--- src/rtl/fd_corner_collector_pkg.sv ---
// Shared widths and FSM encoding for the FAST9 corner collector.
package fd_corner_collector_pkg;
  localparam int FD_ADDR_W = 15;
  localparam int FD_PIX_W  = 8;

  typedef enum logic [1:0] {
    ST_RUN   = 2'd0,
    ST_DRAIN = 2'd1,
    ST_DONE  = 2'd2
  } fd_state_e;
endpackage

--- src/rtl/fd_corner_collector_sync_fifo.sv ---
// First-word-fall-through synchronous FIFO; push while full is legal when a pop
// happens in the same cycle.
module fd_sync_fifo #(
  parameter int WIDTH = 23,
  parameter int DEPTH = 16
) (
  input  logic             clock,
  input  logic             nReset,
  input  logic             push,
  input  logic [WIDTH-1:0] wdata,
  input  logic             pop,
  output logic [WIDTH-1:0] rdata,
  output logic             full,
  output logic             empty
);
  localparam int AW = $clog2(DEPTH);

  logic [AW:0]      wptr, rptr;
  logic [WIDTH-1:0] mem [DEPTH];

  // Extra pointer MSB tells a full ring apart from an empty one.
  assign empty = (wptr == rptr);
  assign full  = (wptr[AW] != rptr[AW]) && (wptr[AW-1:0] == rptr[AW-1:0]);
  assign rdata = mem[rptr[AW-1:0]];

  always_ff @(posedge clock or negedge nReset) begin
    if (!nReset) begin
      wptr <= '0;
      rptr <= '0;
    end else begin
      if (push) wptr <= wptr + (AW+1)'(1);
      if (pop)  rptr <= rptr + (AW+1)'(1);
    end
  end

  always_ff @(posedge clock) begin
    if (push) mem[wptr[AW-1:0]] <= wdata;
  end
endmodule

--- src/rtl/fd_corner_collector.sv ---
// Collects deduplicated FAST9 corner reports into a FIFO, streams them out and
// reports per-frame corner/drop counts once the frame has drained.
module fd_corner_collector
  import fd_corner_collector_pkg::*;
#(
  parameter int ADDR_W = FD_ADDR_W,
  parameter int PIX_W  = FD_PIX_W,
  parameter int DEPTH  = 16,
  parameter int CNT_W  = 16
) (
  input  logic              clock,
  input  logic              nReset,
  input  logic              isCorner,
  input  logic [ADDR_W-1:0] refAddr,
  input  logic [PIX_W-1:0]  refPixel,
  input  logic              frameEnd,
  output logic              outValid,
  input  logic              outReady,
  output logic [ADDR_W-1:0] outAddr,
  output logic [PIX_W-1:0]  outPixel,
  output logic              frameDone,
  output logic [CNT_W-1:0]  frameCorners,
  output logic [CNT_W-1:0]  frameDrops,
  output logic              overflow
);
  localparam int W = ADDR_W + PIX_W;

  fd_state_e         state;
  logic              last_valid;
  logic [ADDR_W-1:0] last_addr;
  logic [CNT_W-1:0]  corner_cnt, drop_cnt;
  logic              full, empty, pop, push, is_new, drop;
  logic [W-1:0]      head;

  assign pop      = !empty && outReady;
  assign is_new   = (state == ST_RUN) && isCorner && (!last_valid || refAddr != last_addr);
  assign push     = is_new && (!full || pop);
  assign drop     = is_new && full && !pop;
  assign outValid = !empty;
  // Storage is not reset, so mask the head while nothing is queued.
  assign {outAddr, outPixel} = empty ? '0 : head;

  fd_sync_fifo #(.WIDTH(W), .DEPTH(DEPTH)) u_fifo (
    .clock (clock),
    .nReset(nReset),
    .push  (push),
    .wdata ({refAddr, refPixel}),
    .pop   (pop),
    .rdata (head),
    .full  (full),
    .empty (empty)
  );

  always_ff @(posedge clock or negedge nReset) begin
    if (!nReset) begin
      state        <= ST_RUN;
      last_valid   <= 1'b0;
      last_addr    <= '0;
      corner_cnt   <= '0;
      drop_cnt     <= '0;
      frameDone    <= 1'b0;
      frameCorners <= '0;
      frameDrops   <= '0;
      overflow     <= 1'b0;
    end else begin
      case (state)
        ST_RUN: begin
          last_valid <= isCorner;
          if (isCorner) last_addr <= refAddr;
          if (push && !(&corner_cnt)) corner_cnt <= corner_cnt + CNT_W'(1);
          if (drop) begin
            overflow <= 1'b1;
            if (!(&drop_cnt)) drop_cnt <= drop_cnt + CNT_W'(1);
          end
          if (frameEnd) state <= ST_DRAIN;
        end
        ST_DRAIN: begin
          // Frame results are published on the same edge frameDone rises.
          if (empty) begin
            state        <= ST_DONE;
            frameDone    <= 1'b1;
            frameCorners <= corner_cnt;
            frameDrops   <= drop_cnt;
            corner_cnt   <= '0;
            drop_cnt     <= '0;
            overflow     <= 1'b0;
            last_valid   <= 1'b0;
          end
        end
        ST_DONE: begin
          frameDone <= 1'b0;
          state     <= ST_RUN;
        end
        default: state <= ST_RUN;
      endcase
    end
  end
endmodule

--- config.mk ---
export PLATFORM = sky130hd
export DESIGN_NAME = fd_corner_collector
export DESIGN_NICKNAME = d
export VERILOG_FILES = /design/src/rtl/fd_corner_collector_pkg.sv /design/src/rtl/fd_corner_collector_sync_fifo.sv /design/src/rtl/fd_corner_collector.sv
export SDC_FILE = /design/constraint.sdc
export NUM_CORES = 1
export LEC_CHECK = 0
export BUFFER_PORTS_ARGS = -buffer_cell sky130_fd_sc_hd__buf_2
export CORE_MARGIN = 2
export CORE_UTILIZATION = 60
export DETAILED_ROUTE_END_ITERATION = 16
export PLACE_DENSITY_LB_ADDON = 0.08
export SYNTH_ARGS = -nofsm -noshare
export SYNTH_HDL_FRONTEND = slang
export SYNTH_SLANG_ARGS = --single-unit
--- constraint.sdc ---
create_clock -name clock -period 3.9 [get_ports clock]
set_clock_uncertainty 0.15 [all_clocks]
set_input_delay 1.17 -clock clock [delete_from_list [all_inputs] [get_ports clock]]
set_output_delay 1.17 -clock clock [all_outputs]
set_load 0.01 [all_outputs]
== After elaboration in Yosys (flattened, before gate mapping) ==
Memories as Yosys holds them, arrays and structs flattened.
Cells that the tools add are included.

* Memories kept: 1
* RAM bits: 368
* Register bits: 94
* Word-level logic and storage cells: 73

{| class="wikitable"
|+ Memories
! name !! words !! width !! rd ports !! clocked after memory_dff !! wr ports !! line !! text
|-
| u_fifo.mem || 16 || 23 || 1 || 0 || 1 || fd_corner_collector_sync_fifo.sv:19 || <nowiki>logic [WIDTH-1:0] mem [DEPTH];</nowiki>
|}

* Muxes and demuxes: 18
* Add/subtract/negate cells: 4
* Reduce and logical (&&, ||, !) cells: 28
* Eq/ne operators: 11

{| class="wikitable"
|+ Operators by type and width
! kind !! number
|-
| $mux 16 || 4
|-
| $pmux 16 s2 || 2
|-
| $add 16x1->16 const B || 2
|-
| $reduce_and 16->1 || 2
|-
| $mux 23 || 1
|-
| $ne 15x15->1 || 1
|-
| $add 5x1->5 const B || 2
|-
| $reduce_and 2->1 || 5
|-
| $logic_and 1x1->1 || 8
|-
| $ne 2x2->1 const B || 4
|-
| $pmux 1 s2 || 3
|-
| $reduce_and 3->1 || 2
|-
| $eq 5x5->1 || 1
|-
| $logic_not 1->1 || 5
|-
| $mux 1 || 5
|-
| $eq 4x4->1 || 1
|-
| $mux 2 || 2
|-
| $pmux 2 s2 || 1
|-
| $reduce_and 4->1 || 1
|-
| $reduce_bool 2->1 || 2
|-
| $eq 2x1->1 const B || 1
|-
| $eq 2x2->1 const B || 1
|-
| $logic_not 2->1 || 1
|-
| $logic_or 1x1->1 || 2
|-
| 2 further kinds || 2
|}

== Longest topological paths before layout ==
Gate-level depths: netlist of run 1.

* Depth in word-level cells: 8
* Depth in mapped cells: 9
* Mapped depth without buffers: 6

== By module ==
A second synthesis of run 1 with hierarchy kept.

* Cell total of the unflattened synthesis: 1078
* Area total of the unflattened synthesis: 18984.5 um2

{| class="wikitable"
|+ Modules (own cells, without submodules)
! module !! instances !! sequential area each (um2) !! cells each !! area each (um2)
|-
| fd_sync_fifo || 1 || 11300.8 || 687 || 14772.9
|-
| fd_corner_collector || 1 || 2102.0 || 391 || 4211.5
|}

== Least setup slack after synthesis of run 1 ==
OpenSTA, ideal clock, no wires.

* Kind: in2reg
* Start point: input port refAddr[13]
* End point: memory u_fifo.mem[3][0] (enable)
* Data arrival time: 3.488 ns
* Library setup time: 0.432 ns
* Stages: 6
* Required time: 3.318 ns
* Path buffers: 1
* Path slack: -0.170 ns
* Cells stage by stage: xnor2_1 -> nand4_1 -> or4_1 -> clkbuf_1 -> nand3_1 -> nor3_1

* Word-level cells in the longest chain between the ends: 6

{| class="wikitable"
|+ Ends and longest elaborated chain
! item !! line !! text
|-
| start: declaration || fd_corner_collector.sv:14 || <nowiki>input logic [ADDR_W-1:0] refAddr,</nowiki>
|-
| $ne 15x15->1 || fd_corner_collector.sv:36 || <nowiki>assign is_new = (state == ST_RUN) && isCorner && (!last_valid || refAddr != last_addr);</nowiki>
|-
| $logic_or 1x1->1 || fd_corner_collector.sv:36 ||
|-
| $logic_and 1x1->1 || fd_corner_collector.sv:36 ||
|-
| $logic_and 1x1->1 || fd_corner_collector.sv:37 || <nowiki>assign push = is_new && (!full || pop);</nowiki>
|-
| $mux 1 || fd_corner_collector_sync_fifo.sv:37 || <nowiki>if (push) mem[wptr[AW-1:0]] <= wdata;</nowiki>
|-
| $mux 1 (not written as such) || fd_corner_collector_sync_fifo.sv:37 ||
|-
| end: declaration || fd_corner_collector_sync_fifo.sv:19 ||
|}

Every way passes these cells.

== Worst setup path in the final report of run 1 ==
* Start point: register u_fifo.rptr[0]
* End point: output port outAddr[8]

* Word-level cells in the longest chain between the ends: 2

{| class="wikitable"
|+ Ends and longest elaborated chain
! item !! line !! text
|-
| start: declaration || fd_corner_collector_sync_fifo.sv:18 || <nowiki>logic [AW:0] wptr, rptr;</nowiki>
|-
| start signal: assignment || fd_corner_collector_sync_fifo.sv:32 || <nowiki>if (pop) rptr <= rptr + (AW+1)'(1);</nowiki>
|-
| $mem_v2 16x23 or $eq 5x5->1 (tied branches) || - ||
|-
| $mux 23 * || fd_corner_collector.sv:41 || <nowiki>assign {outAddr, outPixel} = empty ? '0 : head;</nowiki>
|-
| end: declaration || fd_corner_collector.sv:19 || <nowiki>output logic [ADDR_W-1:0] outAddr,</nowiki>
|}

Mark *: on every way between the ends. The rest lies on a longest branch, timed or not.

==> results of run 1 <==
==> worst min-delay path, cell delays in order, from the launching register on <==
cell	delay, ns
dfrtp_1	0.34
nand2_1	0.05
nand2_1	0.05
==> registers in the layout, indices dropped and copies added, names as in the netlist <==
signal and flops:
u_fifo.rptr 5, frameDrops 16, u_fifo.mem 368, frameCorners 16, last_addr 15, state 2, corner_cnt 16, frameDone 1
drop_cnt 16, overflow 1, last_valid 1, u_fifo.wptr 5
==> logic make-up after synthesis <==
kind of cell	Yosys count	synth area share, %
XOR/XNOR	28	1.315
flip-flops	462	71.89
buffers and inverters	81	1.946
multiplexers	119	14.11
AND/OR/NAND/NOR	278	7.087
adder cells (fa/ha/maj)	7	0.4697
AO/OA/AOI/OAI	90	3.181
==> where the power goes <==
group / switching [mW] / total, mW / leakage, nW / internal [mW]
Clock: 1.77 / 4.29 / 0.708 / 2.53
Sequential: 0.259 / 5.90 / 4.55 / 5.64
Combinational: 2.32 / 5.19 / 2.75 / 2.87
Total: 4.35 / 15.4 / 8.01 / 11.0
==> placed cells by master, fill, tap and decap left out, types with 19 or more instances in the layout <==
master       n
a31oi_1     35
and3_1      23
buf_12      19
buf_2       68
buf_4       41
clkbuf_16   49
dfrtp_1     91
edfxtp_1   368
inv_1       19
mux4_2     115
nand2_1    155
nand3_1     19
xnor2_1     24
==> per-stage QoR <==
step / utilization, % / power, mW / worst slack (ns)
floorplan: - / 8.898 / 0.3809
global route: 71.81 / 16.05 / -0.1881
finish: 71.81 / 15.38 / -0.1243
CTS: 71.24 / 15.11 / -0.1276
detailed placement: 65.18 / 10.19 / 0.1157
global placement: 65.18 / 10.16 / 0.08377
==> layout make-up <==
cell class | count | area (µm²) | area share, %
Sequential cell | 462 | 13410 | 61.06
Clock inverter | 19 | 209.0 | 0.9512
Inverter | 19 | 71.32 | 0.3247
Clock buffer | 65 | 1264 | 5.753
Tap cell | 396 | 495.5 | 2.256
Timing Repair Buffer | 159 | 1575 | 7.171
Multi-Input combinational cell | 522 | 4940 | 22.49
==> how the worst max path moves through the flow <==
stage	endpoint	slack, ns	cells past startpoint
final	outAddr[8]	-0.12	7
after global routing	outAddr[8]	-0.19	7
after CTS	outPixel[2]	-0.13	7
after detailed placement	u_fifo.mem[11][10]$_DFFE_PP_	0.12	7
after global placement	u_fifo.mem[11][14]$_DFFE_PP_	0.08	7
after floorplan	u_fifo.mem[7][0]$_DFFE_PP_	0.38	6
==> per-layer routing <==
layer	vias to the layer above	part of all wire (%)	global-route usage [%]
met3	63	6.2	4.244
met5	-	0.032	0
met1	5197	42	37.06
met4	2	2.1	6.323
li1	4445	-	-
met2	325	50	41.27
==> timing repair <==
item,CTS,global route
resized for setup,23,25
setup endpoints to repair,23,24
gates cloned,7,2
pin swaps,1,2
buffers inserted,8,5
==> results_dict.tcl, run 1 <==
set metrics [dict create \
    worst_slew_pin_slew_ns 1.052 \
    fin_setup_tns_ns -1.650 \
    startpoint_type "flop" \
    leakage_nw 8.008 \
    path_cells "buf_12 > buf_12 > buf_16 > mux4_2 > mux4_2 > and2_4 > buf_6" \
    synth_area_um2 18640 \
    die_x_um 180.3 \
    cp-startpoint "u_fifo.rptr[0]$_DFFE_PN0P_" \
    grt_usage_pct 25.49 \
    max-cap-violations 0 \
    min_period_over_period_pct 103.2 \
    htreeDepth 2 \
    r2r_setup_slack_ns 0.64 \
    cts_tree "yes" \
    crit_fanout 5 \
    synth_top_area_cell "edfxtp_1" \
    syn_inst 1065 \
    num_vias 10030 \
    design_area_um2 21970 \
    slew_violations 0 \
    synth_edf_count 368 \
    post_drt_wl_per_cell_um 24.46 \
    power.density_nw_per_um2 700.3 \
    crit_slowest_cell "dfrtp_4" \
    dieArea_um2 32500 \
    vias_per_cell 6.110 \
    ys_types 54 \
    grt_pass1_wl_um 62600 \
    synth.area.top_cells "edfxtp_1 59%, mux4_2 14%, dfrtp_1 13%" \
    yosys_warnings 0 \
    slew_headroom_pct 29.38 \
    clk_latency_ns 0.55 \
    whs_ns 0.3224 \
    synth_nets 1100 \
    overflow 0 \
    fillers 1909 \
    chipHeight_um 180.3 \
    antenna_found_initial 1 \
    synth.top_cells.by_count "368 x edfxtp_1, 155 x nand2_1, 115 x mux4_2, 94 x dfrtp_1, 35 x a31oi_1" \
    yosysSeqAreaShare_pct 71.89 \
    rr_endpoint "u_fifo.mem[7][1]$_DFFE_PP_" \
    crit_type "reg -> out" \
    placed_cell_area_um2 19940 \
    hold_path_end "frameDrops[8]$_DFFE_PN0P_" \
    violations "setup timing" \
    layout-drive-gt1-share_pct 29.61 \
    reg2regPathDepth 8 \
    start_util_pct 60.95 \
    crit_required_ns 2.58 \
    num_antenna_cells 0 \
    root_buffer "clkbuf_16" \
    outcome "finished with violations" \
    clkTransAtPathRegs_ns 0.06 \
    fp.coreArea_um2 30590 \
    dp_cells 1537 \
    synth.avg_cell_area_um2 17.51 \
    ios 86 \
    first_global_vias 10460 \
    fin_crit_ns 4.024 \
    gp_congestion 0.8037 \
    rsz0062_at_grt "true" \
    timing.final.ws_setup_ns -0.1243 \
    setup_viol 23 \
    stdcell_count 1642 \
    post-route-drc-count 0 \
    ant_nets 0 \
    hold_buffers 0 \
    fmax_mhz 248.5 \
    min_from "frameDrops[8]$_DFFE_PN0P_" \
    clock_path_buffers 3 \
    row_count 64 \
    synth.top_cell.area_share_pct 59.27 \
    dp_hpwl_um 22270 \
    first_pass_iters 5 \
    crit_family "multiplexers" \
    hold_violations 0 \
    hp-class "reg -> reg" \
    vdd_drop_max_mv 0.5520 \
    synthToLayoutAreaGrowth_pct 17.82 \
    endpoint_kind "output port" \
    layout.nets 1245 \
    holdPathStages 2 \
    cts_made_buffers 46 \
    synth_flop_cell "edfxtp_1" \
    async_reset_ff_share_pct 20.35 \
    yosysMostFrequentCell "edfxtp_1" \
    io_buffers 85 \
    ys_ff_latch 462 \
    totalWireLength_um 40160 \
    grt_max_degree 52 \
    worstPathBufferInverterCount 4 \
    r2r_start "u_fifo.rptr[0]$_DFFE_PN0P_" \
    cp_data_arrival_time_ns 2.70 \
    drt_iter0_drc 1034 \
    cts_sinks 462 \
    max_stage_delay_ns 0.52 \
]
Note: power is estimated with default switching activity, not from simulation.
==> run 2: changes to the inputs <==
- CORE_MARGIN: 2 -> 8
- GPL_ROUTABILITY_DRIVEN: not set -> 1
- REMOVE_ABC_BUFFERS: not set -> 1
==> run 2 against run 1 <==
Net effect: the run still ends with setup timing left; sequential share of layout area up 0.69 points; largest power group unchanged; design area down 1.1%; largest cell class unchanged; final cell count up 0.24%; critical path depth down 1; flip-flop and latch count unchanged; sequential power about the same; hold slack about the same; worst setup slack better by 0.059 ns.
==> results_dict.tcl, run 2 (synthesis gave the netlist of run 1 again) <==
set metrics [dict create \
    io_buffers 85 \
    htreeDepth 2 \
    layout-drive-gt1-share_pct 29.04 \
    fp.coreArea_um2 30590 \
    vdd_drop_max_mv 0.3715 \
    fmax_mhz 252.2 \
    rr_endpoint "u_fifo.mem[5][22]$_DFFE_PP_" \
    timing.final.ws_setup_ns -0.06553 \
    post_drt_wl_per_cell_um 25.78 \
    stdcell_count 1646 \
    grt_usage_pct 23.48 \
    holdPathStages 2 \
    hold_violations 0 \
    row_count 64 \
    violations "setup timing" \
    start_util_pct 60.95 \
    path_cells "buf_8 > buf_8 > mux4_2 > mux4_2 > and2_1 > buf_2" \
    placed_cell_area_um2 19910 \
    cts_tree "yes" \
    layout.nets 1248 \
    clkTransAtPathRegs_ns 0.06 \
    totalWireLength_um 42430 \
    cts_made_buffers 46 \
    clock_path_buffers 3 \
    ant_nets 0 \
    crit_required_ns 2.58 \
    dieArea_um2 36970 \
    cp_num_cells 6 \
    power.density_nw_per_um2 692.3 \
    whs_ns 0.3227 \
    chipHeight_um 192.3 \
    slew_violations 0 \
    design_area_um2 21720 \
    num_antenna_cells 0 \
    rsz0062_at_grt "true" \
    slew_headroom_pct 32.86 \
    final_util_pct 71.01 \
    overflow 0 \
    crit_fanout 7 \
    post-route-drc-count 0 \
    dp_hpwl_um 25200 \
    setup_viol 20 \
    endpoint_kind "output port" \
    worst_slew_pin_slew_ns 1.000 \
    vias_per_cell 6.154 \
    fin_setup_tns_ns -0.6872 \
    die_x_um 192.3 \
    hold_path_end "frameCorners[12]$_DFFE_PN0P_" \
    r2r_setup_slack_ns 0.77 \
    max_stage_delay_ns 0.52 \
    drt_iter0_drc 679 \
    first_global_vias 10580 \
    outcome "finished with violations" \
    antenna_found_initial 0 \
    r2r_start "u_fifo.rptr[1]$_DFFE_PN0P_" \
    grt_max_degree 70 \
    min_from "frameCorners[12]$_DFFE_PN0P_" \
    gp_congestion 0.8120 \
    cp_data_arrival_time_ns 2.65 \
    ios 86 \
    min_period_over_period_pct 101.7 \
    dp_cells 1550 \
    crit_slowest_cell "mux4_2" \
    crit_family "multiplexers" \
    cts_sinks 462 \
    hold_buffers 0 \
    mostFrequentLayoutCells "368 x edfxtp_1, 155 x nand2_1, 115 x mux4_2" \
    max-cap-violations 0 \
    grt_pass1_wl_um 64490 \
    largest_reg_flops 368 \
    synthToLayoutAreaGrowth_pct 16.51 \
    leakage_nw 7.955 \
    hp-class "reg -> reg" \
    reg2regPathDepth 9 \
    first_pass_iters 5 \
    num_vias 10130 \
    crit_type "reg -> out" \
    fin_crit_ns 3.966 \
    clk_latency_ns 0.54 \
    startpoint_type "flop" \
    worstPathBufferInverterCount 3 \
    layout_commonest_cell "edfxtp_1" \
    root_buffer "clkbuf_16" \
]
-- run 2: cell types whose count changed in the layout (fill, tap and decap cells not counted), sizes merged --
| cell | previous run | this run |
|---|---|---|
| inv | 21 | 19 |
| clkinvlp | 3 | 0 |
| buf | 157 | 160 |
| clkbuf | 67 | 66 |
| clkinv | 10 | 18 |
| bufinv | 4 | 3 |
-- run 2: final cells by class --
type                    count  area (µm²)
multi-input cells         522        4911
clock inverters            21       167.7
well taps                 396       495.5
clock buffers              64        1303
inverters                  19       71.32
flip-flops and latches    462       13410
fillers                  1947        8867
repair buffers            162        1363
-- run 2: worst register-to-register path, stage by stage, from the launching register on --
cell	delay [ns]
dfrtp_4	0.50
buf_12	0.19
xor2_1	0.27
nor4_4	0.10
buf_4	0.18
a21oi_2	0.20
buf_4	0.20
and2_1	0.40
and3_1	0.26
buf_4	0.33
-- run 2: worst max path at each step --
stage / start / to / slack [ns]
final: u_fifo.rptr[0]$_DFFE_PN0P_ / outAddr[12] / -0.07
after global routing: u_fifo.rptr[0]$_DFFE_PN0P_ / outPixel[6] / -0.13
after CTS: u_fifo.rptr[0]$_DFFE_PN0P_ / outAddr[14] / -0.11
after detailed placement: refAddr[2] / u_fifo.mem[4][19]$_DFFE_PP_ / 0.28
after global placement: refAddr[2] / u_fifo.mem[5][22]$_DFFE_PP_ / 0.31
after floorplan: u_fifo.rptr[0]$_DFFE_PN0P_ / u_fifo.mem[3][0]$_DFFE_PP_ / -2.71
-- run 2: metal layers --
layer  part of all wire, %  track usage (%)  wire (µm)  vias up
li1                      -                -          -     4464
met1                    41            31.84      17210     5213
met2                    51            39.31      21580      383
met3                   6.2            4.120       2641       70
met4                   2.3            6.140        994        0
met5                     0                0          0        -
-- run 2: timing repair --
action,4_1_cts,5_1_grt
buffers inserted,6,0
pin swaps,4,2
gates cloned,4,2
endpoints found under the setup margin,23,23
resized for setup,28,11
-- run 2: power breakdown --
part	switching, mW	internal (mW)	total (mW)
clock network	1.77	2.52	4.29
registers	0.232	5.64	5.87
logic	2.29	2.59	4.87
-- run 2: stage by stage --
stage / setup WS (ns) / power, mW
floorplan: -2.714 / 8.938
global placement: 0.3075 / 10.25
detailed placement: 0.2834 / 10.29
CTS: -0.1051 / 15.01
global route: -0.1305 / 15.68
finish: -0.06553 / 15.04
==> run 3: changes to the inputs <==
- clock period: 3.9 -> 4.9 ns (I/O delays scaled with it)
==> run 3 against run 2 <==
Net effect: the run now ends clean; flip-flop and latch count unchanged; register-to-register slack better by 0.81 ns; routed wire length down 3.2%; non-clock buffer count down 39; die area unchanged; critical path depth down 1; sequential share of layout area up 1.2 points; design area down 1.8%; hold slack worse by 0.0026 ns; via count down 1.2%; final cell count down 2.2%; first-iteration DRC count up 8.7%; critical path type unchanged.
==> results_dict.tcl, run 3 (synthesis gave the netlist of run 1 again) <==
set metrics [dict create \
    outcome "finished clean" \
    crit_fanout 35 \
    clkTransAtPathRegs_ns 0.06 \
    leakage_nw 7.713 \
    rsz0062_at_grt "false" \
    chipHeight_um 192.3 \
    drt_iter0_drc 738 \
    start_util_pct 60.95 \
    clock_path_buffers 3 \
    reg2regPathDepth 7 \
    dp_hpwl_um 23550 \
    path_cells "buf_12 > mux4_2 > mux4_2 > and2_1 > buf_2" \
    num_vias 10010 \
    endpoint_kind "output port" \
    gp_congestion 0.8241 \
    overflow 0 \
    antenna_found_initial 1 \
    max-cap-violations 0 \
    grt_pass1_wl_um 62940 \
    whs_ns 0.3201 \
    grt_util_met1_pct 31.23 \
    postCtsSetupRepairBufs 0 \
    holdPathStages 2 \
    power.density_nw_per_um2 546.9 \
    first_global_vias 10280 \
    slew_headroom_pct 36.09 \
    grt_usage_pct 22.84 \
    ios 86 \
    fmax_mhz 224.4 \
    layout.nets 1210 \
    gr-max-usage-layer "met2" \
    worst_slew_pin_slew_ns 0.9523 \
    grt_use_met2_pct 38.35 \
    crit_family "multiplexers" \
    max_stage_delay_ns 0.60 \
    root_buffer "clkbuf_16" \
    layout-drive-gt1-share_pct 26.73 \
    crit_required_ns 3.28 \
    cts_sinks 462 \
    use_met3_pct 3.831 \
    cts_tree "yes" \
    io_buffers 85 \
    post_drt_wl_per_cell_um 25.54 \
    slew_violations 0 \
    setup_viol 0 \
    clk_latency_ns 0.54 \
    htreeDepth 2 \
    hp-class "reg -> reg" \
    hold_violations 0 \
    row_count 64 \
    fin_crit_ns 4.457 \
    synthToLayoutAreaGrowth_pct 14.37 \
    layout_commonest_cell "edfxtp_1" \
    grt_max_degree 60 \
    totalWireLength_um 41090 \
    post-route-drc-count 0 \
    ant_nets 0 \
    startpoint_type "flop" \
    mostFrequentLayoutCells "368 x edfxtp_1, 155 x nand2_1, 115 x mux4_2" \
    cp_num_cells 5 \
    vdd_drop_max_mv 0.3617 \
    worstPathBufferInverterCount 2 \
    dieArea_um2 36970 \
    final_util_pct 69.71 \
    cts_resized 0 \
    min_period_over_period_pct 90.95 \
    crit_slowest_cell "dfrtp_4" \
    crit_type "reg -> out" \
    die_x_um 192.3 \
    cts_made_buffers 47 \
    fp.coreArea_um2 30590 \
    first_pass_iters 7 \
    vias_per_cell 6.218 \
    crit_top_cell "mux4_2" \
    cp_data_arrival_time_ns 2.84 \
    largest_reg_flops 368 \
    hold_buffers 0 \
]
run 3: tightest hold or removal path: cells and delay by family (launching register included):
kind / cells / cell delay (ns)
flops: 1 / 0.34
simple gates: 2 / 0.10
run 3: path summary, 6_finish.rpt:
path	startpoint	endpoint	slack [ns]
hold reg to reg	frameCorners[12]$_DFFE_PN0P_	frameCorners[12]$_DFFE_PN0P_	0.32
setup / recovery	u_fifo.rptr[0]$_DFFE_PN0P_	outAddr[11]	0.44
max in group asynchronous	nReset	u_fifo.rptr[0]$_DFFE_PN0P_	3.04
hold / removal	frameCorners[12]$_DFFE_PN0P_	frameCorners[12]$_DFFE_PN0P_	0.32
setup reg to reg	u_fifo.rptr[1]$_DFFE_PN0P_	u_fifo.mem[6][17]$_DFFE_PP_	1.58
min in group asynchronous	nReset	last_addr[11]$_DFFE_PN0P_	0.72
run 3: routing by layer:
layer / up-vias / share of wire [%]
met5: - / 0
met4: 0 / 2.0
met3: 57 / 6.2
met2: 354 / 51
met1: 5216 / 41
li1: 4378 / -
run 3: stage by stage:
stage	cell area [µm²]	power (mW)	instances	setup TNS (ns)	setup WS, ns
2_1_floorplan	18350	7.114	1003	-508.84	-1.968
4_1_cts	21320	11.80	1608	0	0.3852
5_1_grt	21320	12.19	1608	0	0.3139
3_3_place_gp	19720	8.083	1522	0	0.7259
6_report	21320	11.66	1609	0	0.4434
3_5_place_dp	19720	8.104	1522	0	0.6713
run 3: area by class of cell:
cell class              instances  area (µm²)
flip-flops and latches        462       13410
diodes                          1       2.502
well taps                     396       495.5
inverters                      19       71.32
fillers                      1978        9266
repair buffers                123       850.8
clock inverters                32       392.9
multi-input cells             522        4886
clock buffers                  54        1212
run 3: where the power goes:
group          leakage (nW)  internal (mW)  switching, mW  total [mW]
Sequential             4.55           4.49          0.233        4.72
Clock                 0.790           2.25           1.45        3.70
Combinational          2.38           1.61           1.63        3.24
Total                  7.71           8.35           3.31        11.7
